File: src/rtl/pipeline_mem_pkg.sv
// Shared definitions for the memory-access stage: FSM states, alignment mask, default timeout.
package pipeline_mem_pkg;
  typedef enum logic {IDLE = 1'b0, BUSY = 1'b1} state_t;

  localparam logic [1:0] ALIGN_MASK  = 2'b11;
  localparam int         DEF_TIMEOUT = 16;

  function automatic logic word_aligned(input logic [1:0] lsb);
    return (lsb & ALIGN_MASK) == 2'b00;
  endfunction
endpackage

File: src/rtl/pipeline_mem_mux2.sv
// Generic two-input result mux.
module mux2 #(
  parameter int W = 32
) (
  input  logic         sel,
  input  logic [W-1:0] a,
  input  logic [W-1:0] b,
  output logic [W-1:0] y
);
  assign y = sel ? b : a;
endmodule

File: src/rtl/pipeline_mem_timeout_ctr.sv
// BUSY-cycle counter for bus-transfer abort; only instantiated when MEM_TIMEOUT_EN is defined.
module mem_timeout_ctr #(
  parameter int TIMEOUT = 16
) (
  input  logic clk,
  input  logic reset_n,
  input  logic clr,
  input  logic en,
  output logic expired
);
  localparam int CW = $clog2(TIMEOUT + 1);

  logic [CW-1:0] cnt;

  always_ff @(posedge clk or negedge reset_n) begin
    if (!reset_n)             cnt <= '0;
    else if (clr)             cnt <= '0;
    else if (en && !expired)  cnt <= cnt + CW'(1);
  end

  assign expired = (cnt == CW'(TIMEOUT - 1));
endmodule

File: src/rtl/pipeline_mem.sv
// Memory-access stage: req/ack word loads/stores, upstream stall, MEM/WB register.
// Optional bus timeout/abort enabled with `define MEM_TIMEOUT_EN.
module pipeline_mem
  import pipeline_mem_pkg::*;
#(
  parameter int DATA_W  = 32,
  parameter int TIMEOUT = DEF_TIMEOUT
) (
  input  logic              clk,
  input  logic              reset_n,
  input  logic              ex_valid,
  input  logic              memread,
  input  logic              memwrite,
  input  logic              memtoreg,
  input  logic              regwrite,
  input  logic [DATA_W-1:0] aluout,
  input  logic [DATA_W-1:0] memwritedata,
  input  logic [4:0]        writereg,
  output logic              dmem_req,
  output logic              dmem_we,
  output logic [31:0]       dmem_addr,
  output logic [DATA_W-1:0] dmem_wdata,
  input  logic              dmem_ack,
  input  logic [DATA_W-1:0] dmem_rdata,
  output logic              mem_stall,
  output logic              wb_valid,
  output logic              wb_regwrite,
  output logic [4:0]        wb_writereg,
  output logic [DATA_W-1:0] wb_result,
  output logic              misalign,
  output logic              buserr
);
  state_t            state_q;
  logic              cap_memtoreg, cap_regwrite;
  logic [4:0]        cap_writereg;
  logic              memop, aligned, start, expired;
  logic [DATA_W-1:0] done_result;

  assign memop   = ex_valid & (memread | memwrite);
  assign aligned = word_aligned(aluout[1:0]);
  assign start   = (state_q == IDLE) & memop & aligned;

`ifdef MEM_TIMEOUT_EN
  mem_timeout_ctr #(.TIMEOUT(TIMEOUT)) u_timeout (
    .clk     (clk),
    .reset_n (reset_n),
    .clr     (start),
    .en      ((state_q == BUSY) & ~dmem_ack),
    .expired (expired)
  );
`else
  assign expired = 1'b0;
`endif

  // Gated by reset so the upstream stall releases the instant reset asserts.
  assign mem_stall = reset_n & ((state_q == IDLE) ? start : (~dmem_ack & ~expired));

  // Captured address lives in dmem_addr, which is held for the whole transfer.
  mux2 #(.W(DATA_W)) u_res_mux (
    .sel (cap_memtoreg),
    .a   (DATA_W'(dmem_addr)),
    .b   (dmem_rdata),
    .y   (done_result)
  );

  always_ff @(posedge clk or negedge reset_n) begin
    if (!reset_n) begin
      state_q      <= IDLE;
      dmem_req     <= 1'b0;
      dmem_we      <= 1'b0;
      dmem_addr    <= '0;
      dmem_wdata   <= '0;
      cap_memtoreg <= 1'b0;
      cap_regwrite <= 1'b0;
      cap_writereg <= '0;
      wb_valid     <= 1'b0;
      wb_regwrite  <= 1'b0;
      wb_writereg  <= '0;
      wb_result    <= '0;
      misalign     <= 1'b0;
      buserr       <= 1'b0;
    end else begin
      misalign <= 1'b0;
      buserr   <= 1'b0;
      case (state_q)
        IDLE: begin
          if (memop && !aligned) begin
            misalign    <= 1'b1;
            wb_valid    <= 1'b1;
            wb_regwrite <= 1'b0;
            wb_writereg <= writereg;
            wb_result   <= aluout;
          end else if (memop) begin
            state_q      <= BUSY;
            dmem_req     <= 1'b1;
            dmem_we      <= memwrite;
            dmem_addr    <= 32'(aluout);
            dmem_wdata   <= memwritedata;
            cap_memtoreg <= memtoreg;
            cap_regwrite <= regwrite;
            cap_writereg <= writereg;
            wb_valid     <= 1'b0;
          end else begin
            wb_valid    <= ex_valid;
            wb_regwrite <= ex_valid & regwrite;
            wb_writereg <= writereg;
            wb_result   <= aluout;
          end
        end
        BUSY: begin
          if (dmem_ack) begin
            state_q     <= IDLE;
            dmem_req    <= 1'b0;
            wb_valid    <= 1'b1;
            wb_regwrite <= cap_regwrite & ~dmem_we;
            wb_writereg <= cap_writereg;
            wb_result   <= done_result;
          end else if (expired) begin
            state_q     <= IDLE;
            dmem_req    <= 1'b0;
            buserr      <= 1'b1;
            wb_valid    <= 1'b1;
            wb_regwrite <= 1'b0;
          end
        end
        default: state_q <= IDLE;
      endcase
    end
  end
endmodule

File: config.mk
export PLATFORM = sky130hd
export DESIGN_NAME = pipeline_mem
export DESIGN_NICKNAME = d
export VERILOG_FILES = /design/src/rtl/pipeline_mem_pkg.sv /design/src/rtl/pipeline_mem_mux2.sv /design/src/rtl/pipeline_mem_timeout_ctr.sv /design/src/rtl/pipeline_mem.sv
export SDC_FILE = /design/constraint.sdc
export NUM_CORES = 1
export LEC_CHECK = 0
export CAP_MARGIN = 10
export CORE_UTILIZATION = 46
export DETAILED_ROUTE_END_ITERATION = 6
export GPL_TIMING_DRIVEN = 0
export PLACE_DENSITY_LB_ADDON = 0.05
export SYNTH_ARGS = -nofsm -noshare
export SYNTH_HDL_FRONTEND = slang
export SYNTH_SLANG_ARGS = --single-unit
File: constraint.sdc
create_clock -name clk -period 4.3 [get_ports clk]
set_input_delay 0.86 -clock clk [delete_from_list [all_inputs] [get_ports clk]]
set_output_delay 0.86 -clock clk [all_outputs]
set_load 0.01 [all_outputs]
==> results of run 1 <==
[logic make-up after synthesis]
logic type             synth area share, %
buffers and inverters                 4.19
other                               0.0734
AO/OA/AOI/OAI                         12.2
multiplexers                          23.9
flip-flops                            55.8
AND/OR/NAND/NOR                       3.85
[metrics by stage]
step | cells | util, %
after floorplan | 377 | -
after global placement | 732 | 68.6
after detailed placement | 733 | 68.9
after CTS | 764 | 73.5
after global routing | 764 | 73.5
final | 764 | 73.5
[final timing paths]
check | start | endpoint | cells past startpoint
max | memwrite | mem_stall | 5
min reg2reg | dmem_wdata[11] | dmem_wdata[11] | 1
min | reset_n | dmem_wdata[10] | 1
min in group clk | dmem_wdata[11] | dmem_wdata[11] | 1
max in group asynchronous | reset_n | dmem_addr[21] | 2
max reg2reg | state_q | dmem_wdata[19] | 6
[cell usage in the layout, fill, tap and decap left out, drive strengths merged]
cell type / netlist / routed
nor2b: 3 / 3
and3b: 1 / 1
clkdlybuf4s50: 0 / 214
conb: 1 / 1
or2: 1 / 1
a21oi: 1 / 1
o31ai: 1 / 1
a221o: 32 / 32
nor3: 1 / 1
buf: 17 / 19
a22oi: 1 / 1
inv: 4 / 4
clkbuf: 14 / 34
o21ai: 1 / 1
and2: 1 / 1
mux2i: 33 / 33
a211oi: 32 / 32
clkinv: 1 / 9
a22o: 1 / 1
nand2: 2 / 2
a21o: 1 / 1
dfrtp: 114 / 114
nor4b: 1 / 1
mux2: 79 / 79
clkinvlp: 0 / 3
nor2: 32 / 32
o22ai: 1 / 1
a41oi: 1 / 1
[area by class of cell]
cell class                 instances  area [um2]  area share (%)
buffer                            31         195            2.45
clock buffer                      20         435            5.47
clock inverter                    11        66.3           0.832
inverter                           5        18.8           0.236
multi-input combinational        227        2040            25.6
sequential                       114        2850            35.8
tap                              140         175            2.20
timing repair buffer             216        2180            27.4
[power groups by stage]
| stage | Clock (mW) | Combinational (mW) | Sequential [mW] |
|---|---|---|---|
| floorplan | 0 | 0.368 | 1.52 |
| global placement | 0 | 1.07 | 1.43 |
| detailed placement | 0 | 1.09 | 1.44 |
| CTS | 1.21 | 1.09 | 1.43 |
| global route | 1.26 | 1.15 | 1.46 |
| finish | 1.19 | 1.08 | 1.43 |
[registers in the layout, indices dropped and copies added, names as in the netlist]
register      count
dmem_addr        32
dmem_wdata       32
wb_result        32
cap_writereg      5
wb_writereg       5
cap_memtoreg      1
cap_regwrite      1
dmem_req          1
dmem_we           1
misalign          1
state_q           1
wb_regwrite       1
wb_valid          1
[metal layers]
layer	wire length [um]	global-route usage, %	part of all wire, %	vias up
li1	-	-	-	1885
met1	5930	31.0	42	2011
met2	6840	41.8	48	180
met3	1150	8.05	8.1	25
met4	240	9.49	1.7	0
met5	0	0	0	-
==> impl_metrics.json, run 1 <==
{
  "status": "completed",
  "ys_async_sr_fraction_pct": 100,
  "p_switching_mw": 1.03,
  "synth_warnings": 0,
  "grt_pass1_wl_um": 22200,
  "required_ns": 3.44,
  "internal_power_mw": 2.66,
  "comb_power_share_pct": 29.3,
  "synthToLayoutAreaGrowth_pct": 55.9,
  "drtIter0Drc": 190,
  "synthesis.area_um2": 5110,
  "grt_max_degree": 64,
  "postLayoutCellArea_um2": 7970,
  "slew_viol_final": 0,
  "synthTopCellsByArea": "dfrtp_1, mux2_2, mux2i_1",
  "max_freq_ghz": 0.281,
  "die-area_um2": 11500,
  "dpl_cell_area_um2": 7460,
  "crit_path_end_kind": "output pin",
  "core_area_um2": 10800,
  "p_total_mw": 3.69,
  "antenna_left": 0,
  "critical_path.most_common_cell": "clkdlybuf4s50_1",
  "die_w_um": 107,
  "clock-sinks": 114,
  "dp_slack_ns": 0.738,
  "cts_buffer_depth": 2,
  "p_seq_share_pct": 38.6,
  "synth-edff-count": 0,
  "skew_ns": 0.0113,
  "leakage_nw": 3.34,
  "cp_slowest_stage_delay_ns": 0.49,
  "h-tree-depth": 4,
  "ctsResizeCount": 0,
  "rsz0062_at_grt": "no",
  "crit_chain": "clkdlybuf4s50_1 > or2_2 > a22oi_2 > nor2b_1 > clkdlybuf4s50_1",
  "initial_core_util_pct": 47.1,
  "gp_congestion": 0.799,
  "max_cap_violations": 0,
  "worst-path-buf-inv": 2,
  "p_sw_share_pct": 28.0,
  "port_buffers": 215,
  "syn-num-nets": 486,
  "ctsHoldBuffers": 0,
  "root_buffer": "clkbuf_8",
  "rows": 38,
  "synth_commonest_cells": "dfrtp_1, mux2_2, mux2i_1",
  "ys_seq_area_share_pct": 55.8,
  "cp.arrival_ns": 2.70,
  "max_slew_margin_pct": 60.8,
  "synth_seq_cells": 114,
  "routed_wl_um": 14200,
  "wire_per_inst_um": 18.5,
  "grt_pass1_vias": 4378,
  "finalSetupViolCount": 0,
  "synthFlopType": "dfrtp_1",
  "rrSetupSlack_ns": 2.31,
  "drive_above_1_share_pct": 18.4,
  "irDropWorstVdd_mv": 0.333,
  "hold_ws_ns": 0.299,
  "post_cts_buffers": 0,
  "vias_per_cell": 5.37,
  "hold_class": "in -> async",
  "crit_slowest_cell": "clkdlybuf4s50_1",
  "cts_tree": "yes",
  "tns_ns": 0,
  "cpLargestDelayFamily": "buffers and inverters",
  "p_clk_share_pct": 32.1,
  "antenna_found_initial": 0,
  "dieHeight_um": 107,
  "drc_errors": 0,
  "firstDrtPassIters": 4,
  "period_minus_slack_ns": 3.56,
  "fill_cells": 746,
  "ios": 217,
  "worst_slack_ns": 0.735,
  "clk_latency_ns": 0.51,
  "crit_type": "in -> out",
  "grt.overflow.total": 0,
  "hpwlAfterDp_um": 10100,
  "synth.most_common_cell": "dfrtp_1",
  "start_kind": "input port",
  "post-route-period-util_pct": 82.9,
  "syn_inst": 377,
  "synth_top_area_share_pct": 55.8,
  "final_hold_viol_count": 0,
  "cts_buffers": 17,
  "synth_top_area_cell": "dfrtp_1",
  "p_per_area_nw_per_um2": 464,
  "cp_max_fo": 8,
  "grt_use_total_pct": 25.3,
  "clkTransAtPathRegs_ns": 0.06,
  "antenna_cells": 0,
  "tightestPinTransition_ns": 0.589,
  "nNetsFinal": 721,
  "via_count": 4101,
  "synth.avg_cell_area_um2": 13.6,
  "ys_types": 31
}
Power figures use the tool's default switching activity.
==> inputs of run 2 (changes only) <==
- CORE_UTILIZATION: 46 -> 39
- clock period: 4.3 -> 3.16 ns (I/O delays scaled with it)
==> impl_metrics.json, run 2 (synthesized netlist as in run 1, its figures left out) <==
{
  "reg2regPathDepth": 6,
  "top_regs": "dmem_addr (32), dmem_wdata (32), wb_result (32)",
  "drtIter0Drc": 191,
  "firstDrtPassIters": 4,
  "routed_wl_um": 14400,
  "crit_slowest_cell": "clkdlybuf4s50_1",
  "drc_errors": 0,
  "cp_max_fo": 5,
  "hold_class": "in -> async",
  "crit_chain": "clkdlybuf4s50_1 > nor4b_4 > a22oi_2 > nor2b_1 > clkdlybuf4s50_1",
  "wire_per_inst_um": 18.0,
  "antenna_left": 0,
  "multiInputGateArea_um2": 2040,
  "period_minus_slack_ns": 2.96,
  "max_cap_violations": 0,
  "die_w_um": 116,
  "tns_ns": 0,
  "antenna_cells": 0,
  "reg2reg_to": "dmem_wdata[18]",
  "grt_pass1_wl_um": 22000,
  "finalSetupViolCount": 0,
  "rrSetupSlack_ns": 1.17,
  "tightestPinTransition_ns": 0.637,
  "dieHeight_um": 116,
  "root_buffer": "clkbuf_16",
  "status": "completed",
  "clkTransAtPathRegs_ns": 0.05,
  "nNetsFinal": 724,
  "grt.overflow.total": 0,
  "vias_per_cell": 5.15,
  "cts_tree": "yes",
  "gp_congestion": 0.747,
  "drive_above_1_share_pct": 18.5,
  "rows": 41,
  "initial_core_util_pct": 40.3,
  "ctsResizeCount": 0,
  "mostFrequentLayoutCells": "clkdlybuf4s50_1, dfrtp_1, mux2_2",
  "die-area_um2": 13600,
  "critPathCapture": "mem_stall",
  "final_hold_viol_count": 0,
  "ios": 217,
  "skew_ns": 0.00857,
  "required_ns": 2.53,
  "rsz0062_at_grt": "no",
  "max_freq_ghz": 0.338,
  "cts_buffers": 17,
  "cp_slowest_stage_delay_ns": 0.54,
  "max_slew_margin_pct": 57.5,
  "crit_path_end_kind": "output pin",
  "start_kind": "input port",
  "via_count": 4113,
  "regArea_um2": 2850,
  "synthToLayoutAreaGrowth_pct": 58.0,
  "clock-sinks": 114,
  "cp.arrival_ns": 2.33,
  "h-tree-depth": 4,
  "hpwlAfterDp_um": 10300,
  "grt_max_degree": 79,
  "critical_path.most_common_cell": "clkdlybuf4s50_1",
  "port_buffers": 215,
  "worst-path-buf-inv": 2,
  "slew_viol_final": 0,
  "cts_buffer_depth": 2,
  "cpLargestDelayFamily": "buffers and inverters",
  "grt_pass1_vias": 4232,
  "irDropWorstVdd_mv": 0.385,
  "dpl_cell_area_um2": 7500,
  "grt_use_total_pct": 22.0,
  "postLayoutCellArea_um2": 8070,
  "p_per_area_nw_per_um2": 641,
  "crit_type": "in -> out",
  "critical_path_depth": 5,
  "rr_startpoint": "state_q",
  "clk_latency_ns": 0.41,
  "cp-startpoint": "aluout[1]",
  "core_area_um2": 12700,
  "post-route-period-util_pct": 93.6,
  "fill_cells": 1051,
  "layout_commonest_cell": "clkdlybuf4s50_1",
  "leakage_nw": 3.38,
  "antenna_found_initial": 0
}
run 2: changes by cell type in the layout (fill, tap and decap cells not counted), sizes merged:
cell      before  now
clkinvlp       3    0
clkbuf        34   38
bufinv         0    1
clkinv         9    6
buf           19   22
run 2: worst min path at each step:
stage	startpoint	to	slack [ns]	cells after the start
final	reset_n	dmem_wdata[17]	0.12	1
after global placement	dmem_req	dmem_req	0.46	1
after floorplan	reset_n	cap_memtoreg	0.34	0
after detailed placement	dmem_wdata[19]	dmem_wdata[19]	0.47	1
after CTS	reset_n	dmem_wdata[17]	0.12	1
after global routing	reset_n	dmem_wdata[17]	0.13	1
run 2: area by class of cell:
type / instances / share of cell area (%)
multi-input cells: 227 / 25.3
plain buffers: 31 / 2.42
clock buffers: 24 / 6.09
well taps: 172 / 2.67
flip-flops and latches: 114 / 35.3
repair buffers: 219 / 27.3
inverters: 5 / 0.232
clock inverters: 6 / 0.682
run 2: worst reg2reg max path, cell delays in order, from the launching register on:
cell	delay, ns
dfrtp_1	0.44
nor4b_4	0.41
and2_1	0.18
buf_4	0.15
buf_6	0.18
buf_6	0.18
mux2_1	0.33
run 2: timing repair:
action                                  CTS  global route
endpoints found under the setup margin    0             1
buffers inserted                          0             3
hold buffers                              0             0
run 2: per-stage QoR:
stage | setup slack [ns] | utilization [%] | hold slack (ns) | power [mW] | cells
after floorplan | 1.15 | - | 0.336 | 2.57 | 377
after global placement | -3.40 | 59.0 | 0.461 | 3.40 | 764
after detailed placement | 0.0776 | 59.2 | 0.474 | 3.44 | 765
after CTS | 0.0781 | 63.5 | 0.125 | 5.23 | 795
after global routing | 0.131 | 63.7 | 0.133 | 5.43 | 798
final | 0.202 | 63.7 | 0.123 | 5.17 | 798
run 2: power breakdown:
group	switching [mW]	internal (mW)	leakage [nW]	total (mW)
combinational	0.571	0.901	1.74	1.47
sequential	0.183	1.75	1.36	1.94
clock	0.617	1.15	0.275	1.76
total	1.37	3.80	3.38	5.17
run 2: layer usage:
layer	vias up	track usage, %	wire (um)
li1	1888	-	-
met1	2039	26.1	5900
met2	167	36.1	7060
met3	19	8.93	1220
met4	0	7.69	197
met5	-	0	0
==> inputs of run 3 (changes only) <==
- RECOVER_POWER: unset -> 100
==> impl_metrics.json, run 3 (synthesized netlist as in run 1, its figures left out) <==
{
  "reg2reg_to": "wb_result[11]",
  "drive_above_1_share_pct": 16.8,
  "rows": 41,
  "nNetsFinal": 724,
  "post-route-period-util_pct": 94.2,
  "crit_type": "in -> out",
  "max_slew_margin_pct": 55.6,
  "max_cap_violations": 0,
  "crit_slowest_cell": "dlygate4sd3_1",
  "gp_congestion": 0.747,
  "layout_commonest_cell": "dfrtp_1",
  "final_hold_viol_count": 0,
  "utilization_pct": 63.3,
  "ctsResizeCount": 0,
  "start_kind": "input port",
  "crit_path_end_kind": "output pin",
  "antenna_found_initial": 0,
  "mostFrequentLayoutCells": "dfrtp_1, clkdlybuf4s50_1, dlygate4sd3_1",
  "post_cts_buffers": 0,
  "cts_buffer_depth": 2,
  "wire_per_inst_um": 18.0,
  "clk_latency_ns": 0.41,
  "via_count": 4113,
  "tightestPinTransition_ns": 0.665,
  "hold_class": "in -> async",
  "tns_ns": 0,
  "grt_use_total_pct": 22.0,
  "critical_path_depth": 5,
  "die_w_um": 116,
  "ctsHoldBuffers": 0,
  "vias_per_cell": 5.15,
  "cts_buffers": 17,
  "antenna_left": 0,
  "synthToLayoutAreaGrowth_pct": 56.9,
  "fill_cells": 1064,
  "critPathCapture": "mem_stall",
  "grt_max_degree": 79,
  "antenna_cells": 0,
  "slew_viol_final": 0,
  "crit_chain": "dlygate4sd3_1 > or2_2 > a22oi_2 > nor2b_1 > clkdlybuf4s50_1",
  "core_area_um2": 12700,
  "root_buffer": "clkbuf_16",
  "clkTransAtPathRegs_ns": 0.05,
  "worst-path-buf-inv": 2,
  "multiInputGateArea_um2": 2040,
  "leakage_nw": 3.40,
  "clock-sinks": 114,
  "p_per_area_nw_per_um2": 630,
  "cp_max_fo": 4,
  "reg2regPathDepth": 6,
  "grt_pass1_vias": 4232,
  "port_buffers": 215,
  "cp_slowest_stage_delay_ns": 0.57,
  "regArea_um2": 2850,
  "dp_slack_ns": 0.0776,
  "top_regs": "dmem_addr (32), dmem_wdata (32), wb_result (32)",
  "die-area_um2": 13600,
  "drtIter0Drc": 226,
  "worst_slack_ns": 0.184,
  "rr_startpoint": "state_q",
  "grt_pass1_wl_um": 22000,
  "grt.overflow.total": 0,
  "skew_ns": 0.00631,
  "hpwlAfterDp_um": 10300,
  "irDropWorstVdd_mv": 0.374,
  "cpLargestDelayFamily": "buffers and inverters",
  "required_ns": 2.53,
  "cp.arrival_ns": 2.34,
  "dieHeight_um": 116,
  "status": "completed",
  "cp-startpoint": "memwrite",
  "rrSetupSlack_ns": 0.63,
  "period_minus_slack_ns": 2.98,
  "rsz0062_at_grt": "no",
  "routed_wl_um": 14400,
  "h-tree-depth": 4,
  "max_freq_ghz": 0.336,
  "ios": 217,
  "drc_errors": 0,
  "finalSetupViolCount": 0,
  "initial_core_util_pct": 40.3,
  "cts_tree": "yes",
  "firstDrtPassIters": 4
}
## run 3: worst min-delay path by stage
stage / from / to / slack (ns) / cells after the start
6_report: reset_n / dmem_wdata[17] / 0.12 / 1
3_3_place_gp: dmem_req / dmem_req / 0.46 / 1
5_1_grt: reset_n / dmem_wdata[17] / 0.13 / 1
2_1_floorplan: reset_n / cap_memtoreg / 0.34 / 0
4_1_cts: reset_n / dmem_wdata[17] / 0.12 / 1
3_5_place_dp: dmem_wdata[19] / dmem_wdata[19] / 0.47 / 1
## run 3: metrics by stage
stage	instance area [um2]	power (mW)	std cells	hold WS, ns
finish	8020	5.05	798	0.125
global placement	7480	3.40	764	0.461
global route	8020	5.31	798	0.133
CTS	8050	5.23	795	0.125
detailed placement	7500	3.44	765	0.474
floorplan	5110	2.57	377	0.336
## run 3: power by group
group,switching (mW),total (mW),internal [mW]
registers,0.170,1.92,1.75
logic,0.570,1.36,0.793
clock network,0.620,1.76,1.15
total,1.36,5.05,3.69
## run 3: layout make-up
type,count,area share (%)
Sequential cell,114,35.6
Timing Repair Buffer,219,27.4
Multi-Input combinational cell,227,25.5
Clock buffer,24,6.13
Tap cell,172,2.68
Buffer,31,1.80
Clock inverter,6,0.687
Inverter,5,0.234
## run 3: per-layer routing
metal  share of wire (%)  track usage, %  up-vias
met5                   0               0        -
met4                 1.5            7.69        0
met3                 8.6            8.93       17
met2                  49            36.1      171
met1                  41            26.1     2039
li1                    -               -     1886
## run 3: worst reg2reg max path, cell delays in order (launching register included)
cell      delay [ns]
dfrtp_1         0.44
nor4b_4         0.41
and2_0          0.18
clkbuf_2        0.19
clkbuf_1        0.51
clkbuf_1        0.49
a221o_1         0.25
